**config.mk**
```make
export PLATFORM = sky130hd
export DESIGN_NAME = dose_alarm_scheduler_flat
export DESIGN_NICKNAME = d
export VERILOG_FILES = /design/src/rtl/dose_alarm_scheduler_if.sv /design/src/rtl/dose_alarm_scheduler.sv /design/src/flat_wrapper.sv
export SDC_FILE = /design/constraint.sdc
export NUM_CORES = 1
export LEC_CHECK = 0
export CORE_MARGIN = 3
export CORE_UTILIZATION = 40
export DETAILED_ROUTE_END_ITERATION = 8
export DONT_BUFFER_PORTS = 1
export MAX_ROUTING_LAYER = met4
export PLACE_DENSITY = 0.63
export SLEW_MARGIN = 20
export SYNTH_ARGS = -nofsm -noshare
export SYNTH_HDL_FRONTEND = slang
export SYNTH_SLANG_ARGS = --single-unit
```
**constraint.sdc**
```tcl
create_clock -name clk -period 6.2 [get_ports clk]
set_input_delay 0.93 -clock clk [delete_from_list [all_inputs] [get_ports clk]]
set_output_delay 0.93 -clock clk [all_outputs]
set_load 0.02 [all_outputs]
```
**src/rtl/dose_alarm_scheduler_if.sv**
```systemverilog
// Bus between the dose alarm scheduler and its surroundings: time/ROM/button
// inputs in, BCD due time, alarm and statistics out.
interface dose_alarm_scheduler_if;
  logic        secondPulse;
  logic [23:0] timeBCD;
  logic [7:0]  doseInfo;
  logic        armPulse;
  logic        ackPulse;
  logic        cancelPulse;
  logic [23:0] nextDoseBCD;
  logic [3:0]  dueId;
  logic        alarm;
  logic        blink;
  logic [3:0]  takenCount;
  logic [3:0]  missedCount;
  logic [1:0]  state;

  modport master (
    output secondPulse, timeBCD, doseInfo, armPulse, ackPulse, cancelPulse,
    input  nextDoseBCD, dueId, alarm, blink, takenCount, missedCount, state
  );

  modport slave (
    input  secondPulse, timeBCD, doseInfo, armPulse, ackPulse, cancelPulse,
    output nextDoseBCD, dueId, alarm, blink, takenCount, missedCount, state
  );
endinterface

```
**src/rtl/dose_alarm_scheduler.sv**
```systemverilog
// Schedules the next medicine dose from the running BCD clock, raises a blinking
// alarm when it falls due and counts taken and missed doses.
//
// state | meaning
// IDLE  | no schedule, waiting for arm with a valid interval
// ARMED | waiting for the time of day to equal the due time
// ALARM | dose due, blinking until ack, timeout or cancel
module dose_alarm_scheduler #(
  parameter int ALARM_TIMEOUT = 60,
  parameter int COUNT_MAX     = 15
) (
  input logic                   clk,
  input logic                   rst,
  dose_alarm_scheduler_if.slave bus
);

  typedef enum logic [1:0] {
    S_IDLE  = 2'b00,
    S_ARMED = 2'b01,
    S_ALARM = 2'b10
  } state_t;

  localparam logic [7:0] TMO_LAST = 8'(ALARM_TIMEOUT - 1);
  localparam logic [3:0] CNT_SAT  = 4'(COUNT_MAX);

  state_t      state_q;
  logic [23:0] next_q;
  logic [3:0]  id_q;
  logic [3:0]  interval_q;
  logic        blink_q;
  logic [3:0]  taken_q;
  logic [3:0]  missed_q;
  logic [7:0]  tmo_q;

  logic        interval_ok;
  logic [23:0] arm_next_d;
  logic [23:0] resched_d;
  logic [3:0]  taken_d;
  logic [3:0]  missed_d;

  // Advance the hour field by iv hours modulo 24; minutes and seconds pass through.
  function automatic logic [23:0] add_hours(input logic [23:0] t, input logic [3:0] iv);
    logic [6:0] h;
    logic [3:0] ht;
    logic [3:0] hu;
    h = {3'b000, t[23:20]} * 7'd10 + {3'b000, t[19:16]} + {3'b000, iv};
    h = h % 7'd24;
    if (h >= 7'd20) begin
      ht = 4'd2;
      hu = 4'(h - 7'd20);
    end else if (h >= 7'd10) begin
      ht = 4'd1;
      hu = 4'(h - 7'd10);
    end else begin
      ht = 4'd0;
      hu = 4'(h);
    end
    return {ht, hu, t[15:0]};
  endfunction

  always_comb begin
    interval_ok = (bus.doseInfo[3:0] != 4'd0) && (bus.doseInfo[3:0] <= 4'd12);
    arm_next_d  = add_hours(bus.timeBCD, bus.doseInfo[3:0]);
    resched_d   = add_hours(next_q, interval_q);
    taken_d     = (taken_q  < CNT_SAT) ? taken_q  + 4'd1 : taken_q;
    missed_d    = (missed_q < CNT_SAT) ? missed_q + 4'd1 : missed_q;
  end

  always_ff @(posedge clk or negedge rst) begin
    if (!rst) begin
      state_q    <= S_IDLE;
      next_q     <= 24'h0;
      id_q       <= 4'h0;
      interval_q <= 4'h0;
      blink_q    <= 1'b0;
      taken_q    <= 4'h0;
      missed_q   <= 4'h0;
      tmo_q      <= 8'h0;
    end else if (bus.cancelPulse) begin
      state_q <= S_IDLE;
      blink_q <= 1'b0;
      tmo_q   <= 8'h0;
    end else begin
      case (state_q)
        S_IDLE: begin
          if (bus.armPulse && interval_ok) begin
            id_q       <= bus.doseInfo[7:4];
            interval_q <= bus.doseInfo[3:0];
            next_q     <= arm_next_d;
            state_q    <= S_ARMED;
          end
        end
        S_ARMED: begin
          if (bus.timeBCD == next_q) begin
            state_q <= S_ALARM;
            tmo_q   <= 8'h0;
            blink_q <= 1'b0;
          end
        end
        S_ALARM: begin
          // Rescheduling is relative to the previous due time so the regimen never drifts.
          if (bus.ackPulse) begin
            taken_q <= taken_d;
            next_q  <= resched_d;
            state_q <= S_ARMED;
            blink_q <= 1'b0;
            tmo_q   <= 8'h0;
          end else if (bus.secondPulse) begin
            if (tmo_q == TMO_LAST) begin
              missed_q <= missed_d;
              next_q   <= resched_d;
              state_q  <= S_ARMED;
              blink_q  <= 1'b0;
              tmo_q    <= 8'h0;
            end else begin
              tmo_q   <= tmo_q + 8'd1;
              blink_q <= ~blink_q;
            end
          end
        end
        default: begin
          state_q <= S_IDLE;
          blink_q <= 1'b0;
        end
      endcase
    end
  end

  assign bus.nextDoseBCD = next_q;
  assign bus.dueId       = id_q;
  assign bus.alarm       = blink_q;
  assign bus.blink       = blink_q;
  assign bus.takenCount  = taken_q;
  assign bus.missedCount = missed_q;
  assign bus.state       = state_q;

endmodule

```
**src/flat_wrapper.sv**
```systemverilog
// flat-port wrapper written by rule: the top's interface ports become plain ports
module dose_alarm_scheduler_flat 
#(
  parameter int ALARM_TIMEOUT = 60,
  parameter int COUNT_MAX     = 15
)
  (clk, rst, bus_secondPulse, bus_timeBCD, bus_doseInfo, bus_armPulse, bus_ackPulse, bus_cancelPulse, bus_nextDoseBCD, bus_dueId, bus_alarm, bus_blink, bus_takenCount, bus_missedCount, bus_state);
  dose_alarm_scheduler_if bus_i ();
  input logic clk;
  input logic rst;
  input wire logic [$bits(bus_i.secondPulse)-1:0] bus_secondPulse;
  input wire logic [$bits(bus_i.timeBCD)-1:0] bus_timeBCD;
  input wire logic [$bits(bus_i.doseInfo)-1:0] bus_doseInfo;
  input wire logic [$bits(bus_i.armPulse)-1:0] bus_armPulse;
  input wire logic [$bits(bus_i.ackPulse)-1:0] bus_ackPulse;
  input wire logic [$bits(bus_i.cancelPulse)-1:0] bus_cancelPulse;
  output wire logic [$bits(bus_i.nextDoseBCD)-1:0] bus_nextDoseBCD;
  output wire logic [$bits(bus_i.dueId)-1:0] bus_dueId;
  output wire logic [$bits(bus_i.alarm)-1:0] bus_alarm;
  output wire logic [$bits(bus_i.blink)-1:0] bus_blink;
  output wire logic [$bits(bus_i.takenCount)-1:0] bus_takenCount;
  output wire logic [$bits(bus_i.missedCount)-1:0] bus_missedCount;
  output wire logic [$bits(bus_i.state)-1:0] bus_state;
  assign bus_i.secondPulse = bus_secondPulse;
  assign bus_i.timeBCD = bus_timeBCD;
  assign bus_i.doseInfo = bus_doseInfo;
  assign bus_i.armPulse = bus_armPulse;
  assign bus_i.ackPulse = bus_ackPulse;
  assign bus_i.cancelPulse = bus_cancelPulse;
  assign bus_nextDoseBCD = bus_i.nextDoseBCD;
  assign bus_dueId = bus_i.dueId;
  assign bus_alarm = bus_i.alarm;
  assign bus_blink = bus_i.blink;
  assign bus_takenCount = bus_i.takenCount;
  assign bus_missedCount = bus_i.missedCount;
  assign bus_state = bus_i.state;
  dose_alarm_scheduler #(.ALARM_TIMEOUT(ALARM_TIMEOUT), .COUNT_MAX(COUNT_MAX)) u_core (.clk(clk), .rst(rst), .bus(bus_i));
endmodule
```
-- Word-level counts from Yosys, hierarchy flattened
Cells that the tools add are included.
- register bits: 51
- output and inout bits: 40
- word-level logic and storage cells: 93
- input bits: 38
- mux-type cells: 32
- divide/modulo/power cells: 2
- reduce and logical (&&, ||, !) cells: 14
- add/subtract/negate cells: 11
- bitwise operators: 4
- $lt $le $gt $ge: 7
- $mul: 2
- eq/ne operators: 12
- operator list (cell ; count):
    24-bit 2-to-1 mux ; 4
    24-bit case mux with 2 select lines ; 1
    8-bit 2-to-1 mux ; 5
    7-bit by 4-bit adder with 7-bit output ; 4
    24-bit equality test ; 1
    4-bit 2-to-1 mux ; 5
    8-bit case mux with 2 select lines ; 1
    7-bit by 4-bit greater-or-equal comparator with 1-bit output, second input constant ; 2
    7-bit by 5-bit greater-or-equal comparator with 1-bit output, second input constant ; 2
    7-bit by 5-bit modulo with 7-bit output, second input constant ; 2
    2-bit 2-to-1 mux ; 7
    4-bit by 3-bit multiplier with 6-bit output, second input constant ; 2
    4-bit AND reduction ; 3
    3-bit by 2-bit != test with 1-bit output, second input constant ; 3
    3-bit AND reduction ; 3
    4-bit by 1-bit adder with 4-bit output, second input constant ; 2
    8-bit by 1-bit adder with 8-bit output, second input constant ; 1
    8-bit by 6-bit equality test with 1-bit output, second input constant ; 1
    4-bit less-than comparator, second input constant ; 2
    4-bit by 3-bit subtractor with 4-bit output, second input constant ; 2
    4-bit subtractor, second input constant ; 2
    1-bit 2-to-1 mux ; 7
    2-bit case mux with 3 select lines ; 1
    6-bit AND reduction ; 1
    16 further kinds ; 20

-- Logic depth before layout (Yosys ltp)
- word-level depth: 11
- mapped depth: 18
- mapped depth without buffers: 17

-- Worst setup path after synthesis
OpenSTA, ideal clock, no wires.
- path kind: input to register
- from: in bus_doseInfo[1]
- to: reg u_core.next_q[19] (netlist: u_core.bus.nextDoseBCD[19])
- setup time: 0.133 ns
- cell stages on the path: 13
- arrival time: 4.226 ns
- setup slack: 1.841 ns
- cells stage by stage: fa_1 -> ha_1 -> inv_1 -> fa_1 -> ha_1 -> nor2b_1 -> o311a_1 -> o21ai_1 -> a211o_1 -> a211o_1 -> a22o_1 -> a2111oi_4 -> a211oi_2
- longest elaborated chain between the ends: 7
- elaborated cells between the ends (all ways): 16
- classes of those cells: add/sub: 3; div: 1; order compare: 3; eq/ne: 1; mux: 4; reduce/logical: 4
- RTL lines (item ; line ; source):
    start: declaration ; flat_wrapper.sv:13 ; input wire logic [$bits(bus_i.doseInfo)-1:0] bus_doseInfo;
    7-bit by 4-bit adder with 7-bit output ; dose_alarm_scheduler.sv:46 ; h = {3'b000, t[23:20]} * 7'd10 + {3'b000, t[19:16]} + {3'b000, iv};
    7-bit by 5-bit modulo with 7-bit output ; dose_alarm_scheduler.sv:47 ; h = h % 7'd24;
    7-bit by 4-bit greater-or-equal comparator with 1-bit output or 4-bit subtractor (tied branches) ; dose_alarm_scheduler.sv:51, dose_alarm_scheduler.sv:53 ;
    4-bit 2-to-1 mux ; dose_alarm_scheduler.sv:51 ; end else if (h >= 7'd10) begin
    4-bit 2-to-1 mux ; dose_alarm_scheduler.sv:48 ; if (h >= 7'd20) begin
    24-bit 2-to-1 mux ; dose_alarm_scheduler.sv:86 ; if (bus.armPulse && interval_ok) begin
    24-bit case mux with 2 select lines ; dose_alarm_scheduler.sv:84 ; case (state_q)
    end signal: assignment ; dose_alarm_scheduler.sv:89 ; next_q <= arm_next_d;
    end signal: assignment ; dose_alarm_scheduler.sv:104 ; next_q <= resched_d;
    end signal: assignment ; dose_alarm_scheduler.sv:111 ; next_q <= resched_d;
    end: declaration ; dose_alarm_scheduler.sv:27 ; logic [23:0] next_q;
Several ways; a longest one is shown, not always the timed one. The select of a mux whose other input is x is not followed.
A chain may end at the register's enable or synchronous reset.

-- Worst setup path after layout
- from: in bus_doseInfo[1]
- to: reg u_core.next_q[18] (netlist: u_core.bus.nextDoseBCD[18])
Same word-level chain as after synthesis.

==> results.toml <==
[clock_tree]
clkSinkCount = 49
cts-resized-gates = 0
cts_buffers = 5
h-tree-depth = 2
post-cts-setup-buffers = 0
cts_tree = "built"
cts_buffer_depth = 2
clk_latency_ns = 0.31
postCtsHoldBufs = 0
clock-root-buffer = "clkbuf_8"
clkTransAtPathRegs_ns = 0.10

[worst_setup_path]
cp_slowest_stage_delay_ns = 0.60
cp_max_fo = 6
crit_family = "adder cells"
path_cells = "fa_1 > ha_1 > inv_1 > fa_1 > ha_1 > nor2b_1 > o311a_1 > o21ai_1 > a211o_1 > a211o_1 > a221oi_2 > mux2i_1 > nand3_1"
rr_worst_depth = 15
r2r_slack_ns = 2.05
worst_ep_arrival_time_ns = 4.58
criticalPathCategory = "in2reg"
rr_endpoint = "u_core.bus.nextDoseBCD[19]"
worstReg2RegStart = "u_core.bus.nextDoseBCD[20]"
critical_path_required_ns = 6.40
critPathSlowestCell = "fa_1"
start_kind = "input port"
cp-end-kind = "flop"
critical_path_buf_inv_count = 1

[logic_synthesis]
post_synth_num_cell_types = 71
yosysWarnings = 0
synth.area.top_cells = "dfrtp_1, ha_1, xnor2_1, nand2_1, fa_1"
synth_ff_type = "dfrtp_1"
synthesis.area_mm2 = 0.00379
async_flop_share_pct = 100
synth_top_area_share_pct = 32.4
synth_edf_count = 0
synth_top_cell_by_area = "dfrtp_1"
ys_seq_area_share_pct = 32.4
synthCells = 412
ys_ff_latch = 49
avgSynthCellArea_um2 = 9.20

[die]
placementRows = 34
core_area_mm2 = 0.00898
start_util_pct = 42.2
fp.dieArea_mm2 = 0.0107
io_pins = 78
die_h_um = 103
die_w_um = 103

[finish]
layout_common_cells = "nand2_1, dfrtp_1, nand3_1"
diodes = 0
layout_commonest_cell = "nand2_1"
design_area_mm2 = 0.00399
nets = 473
drive_above_1_share_pct = 10.4
synthToLayoutAreaGrowth_pct = 5.18
fill_cells = 886

[sta]
maxSlewViolCount = 0
tightestPinTransition_ns = 0.852
fin_setup_tns_ns = 0
min_period_over_period_pct = 70.6
fin_crit_ns = 4.37
max_freq_mhz = 229
setup_viol = 0
hold_viol_final = 0
fin_skew_ns = 0.00728
slew_headroom_pct = 42.8
rsz0062_at_grt = "false"

[power]
clock_power_share_pct = 8.4
switching_share_pct = 51.4
intPower_mw = 1.22
ir_drop_mv = 0.312
combPwrFrac_pct = 63.9
p_per_area_mw_per_mm2 = 628
pwr-share-seq_pct = 27.7
power.switching_mw = 1.29
leakagePower_nw = 1.70

[grt]
gr-usage-all-layers_pct = 18.2
antenna_found_initial = 0
grt_pass1_vias = 2929
grt-ovfl-total = 0
grt_first_pass_wirelength_um = 14800
grt_max_degree = 50

[detailed_routing]
vias = 3017
wl_per_cell_um = 17.2
drtPass1Iterations = 5
drc = 0
vias_per_cell = 5.69
drt_iter0_drc = 241
wirelength_um = 9130
final_antenna_net_count = 0

[hold_path]
hold_class = "in2async"

[place]
portBuffers = 0
place.gp.congestion = 0.894
dpl.hpwl_um = 7020
place_area_mm2 = 0.00388

[flow_run]
drv_cap = 0

[run_status]
status = "finished, final reports clean"
## through the flow
| step | instances | hold slack [ns] | setup slack, ns | util (%) | power, mW |
|---|---|---|---|---|---|
| after floorplan | 413 | 0.461 | 1.84 | - | 1.97 |
| after global placement | 522 | 0.499 | 1.65 | 43.3 | 2.20 |
| after detailed placement | 522 | 0.500 | 1.53 | 43.3 | 2.28 |
| after CTS | 530 | 0.296 | 1.83 | 44.4 | 2.49 |
| after global routing | 530 | 0.278 | 1.58 | 44.4 | 2.73 |
| final | 530 | 0.300 | 1.83 | 44.4 | 2.50 |
## worst max path at each step
| stage | start | to | slack [ns] | cells past startpoint |
|---|---|---|---|---|
| 2_1_floorplan | bus_doseInfo[1] | u_core.bus.nextDoseBCD[19] | 1.84 | 13 |
| 3_3_place_gp | bus_timeBCD[20] | u_core.bus.nextDoseBCD[18] | 1.65 | 16 |
| 3_5_place_dp | bus_timeBCD[20] | u_core.bus.nextDoseBCD[18] | 1.53 | 16 |
| 4_1_cts | bus_timeBCD[20] | u_core.bus.nextDoseBCD[18] | 1.83 | 16 |
| 5_1_grt | bus_timeBCD[20] | u_core.bus.nextDoseBCD[18] | 1.58 | 16 |
| 6_report | bus_doseInfo[1] | u_core.bus.nextDoseBCD[18] | 1.83 | 13 |
## power by group through the flow
| stage | sequential [mW] | clock, mW | combinational (mW) |
|---|---|---|---|
| 6_report | 0.693 | 0.209 | 1.60 |
| 5_1_grt | 0.717 | 0.228 | 1.79 |
| 4_1_cts | 0.697 | 0.214 | 1.58 |
| 3_5_place_dp | 0.703 | 0 | 1.57 |
| 3_3_place_gp | 0.701 | 0 | 1.50 |
| 2_1_floorplan | 0.656 | 0 | 1.32 |
## synthesized netlist by cell type (3+ instances only)
master,n
inv_1,16
nand3_1,29
xnor2_1,25
dfrtp_1,49
xor2_1,12
mux2i_1,6
nand4_1,6
o21ai_0,15
a211o_1,3
or2_2,3
buf_4,4
a21oi_1,15
o211ai_1,4
mux2_2,11
nand2_1,53
nand3b_1,3
nand2b_1,9
nor2b_1,7
a21oi_2,3
clkbuf_1,11
fa_1,9
ha_1,23
nor2_1,22
o31ai_1,5
a31oi_1,6
nor4_1,3
nor3_1,9
## flip-flops by register name, summed over array words and instances (netlist names)
| signal | flops |
|---|---|
| u_core.bus.dueId | 4 |
| u_core.interval_q | 4 |
| u_core.bus.missedCount | 4 |
| u_core.bus.nextDoseBCD | 22 |
| u_core.bus.alarm | 1 |
| u_core.bus.state | 2 |
| u_core.bus.takenCount | 4 |
| u_core.tmo_q | 8 |
## per-layer routing
metal | track usage, % | wire (um)
met2 | 27.9 | 4240
met3 | 5.63 | 781
met4 | 4.08 | 99
met1 | 23.7 | 4010
met5 | - | 0
## cell type report
cell class                 instances  area (um^2)  area share (%)
clock buffer                       6         82.6            2.07
clock inverter                     2         17.5           0.439
inverter                          17         63.8            1.60
multi-input combinational        328         2420            60.8
sequential                        49         1230            30.8
tap                              126          158            3.95
timing repair buffer               2         15.0           0.377
## cell families after synthesis
family,count (synthesis),share of synthesized area (%)
AOI/OAI and AO/OA,83,16.7
xor gates and xnor gates,39,9.41
adders and majority gates,33,12.6
buffers and inverters,36,4.19
DFF,49,32.4
muxes,17,4.85
other,1,0.0989
and+or+nand+nor,154,19.7
(Power assumes the default switching activity.)
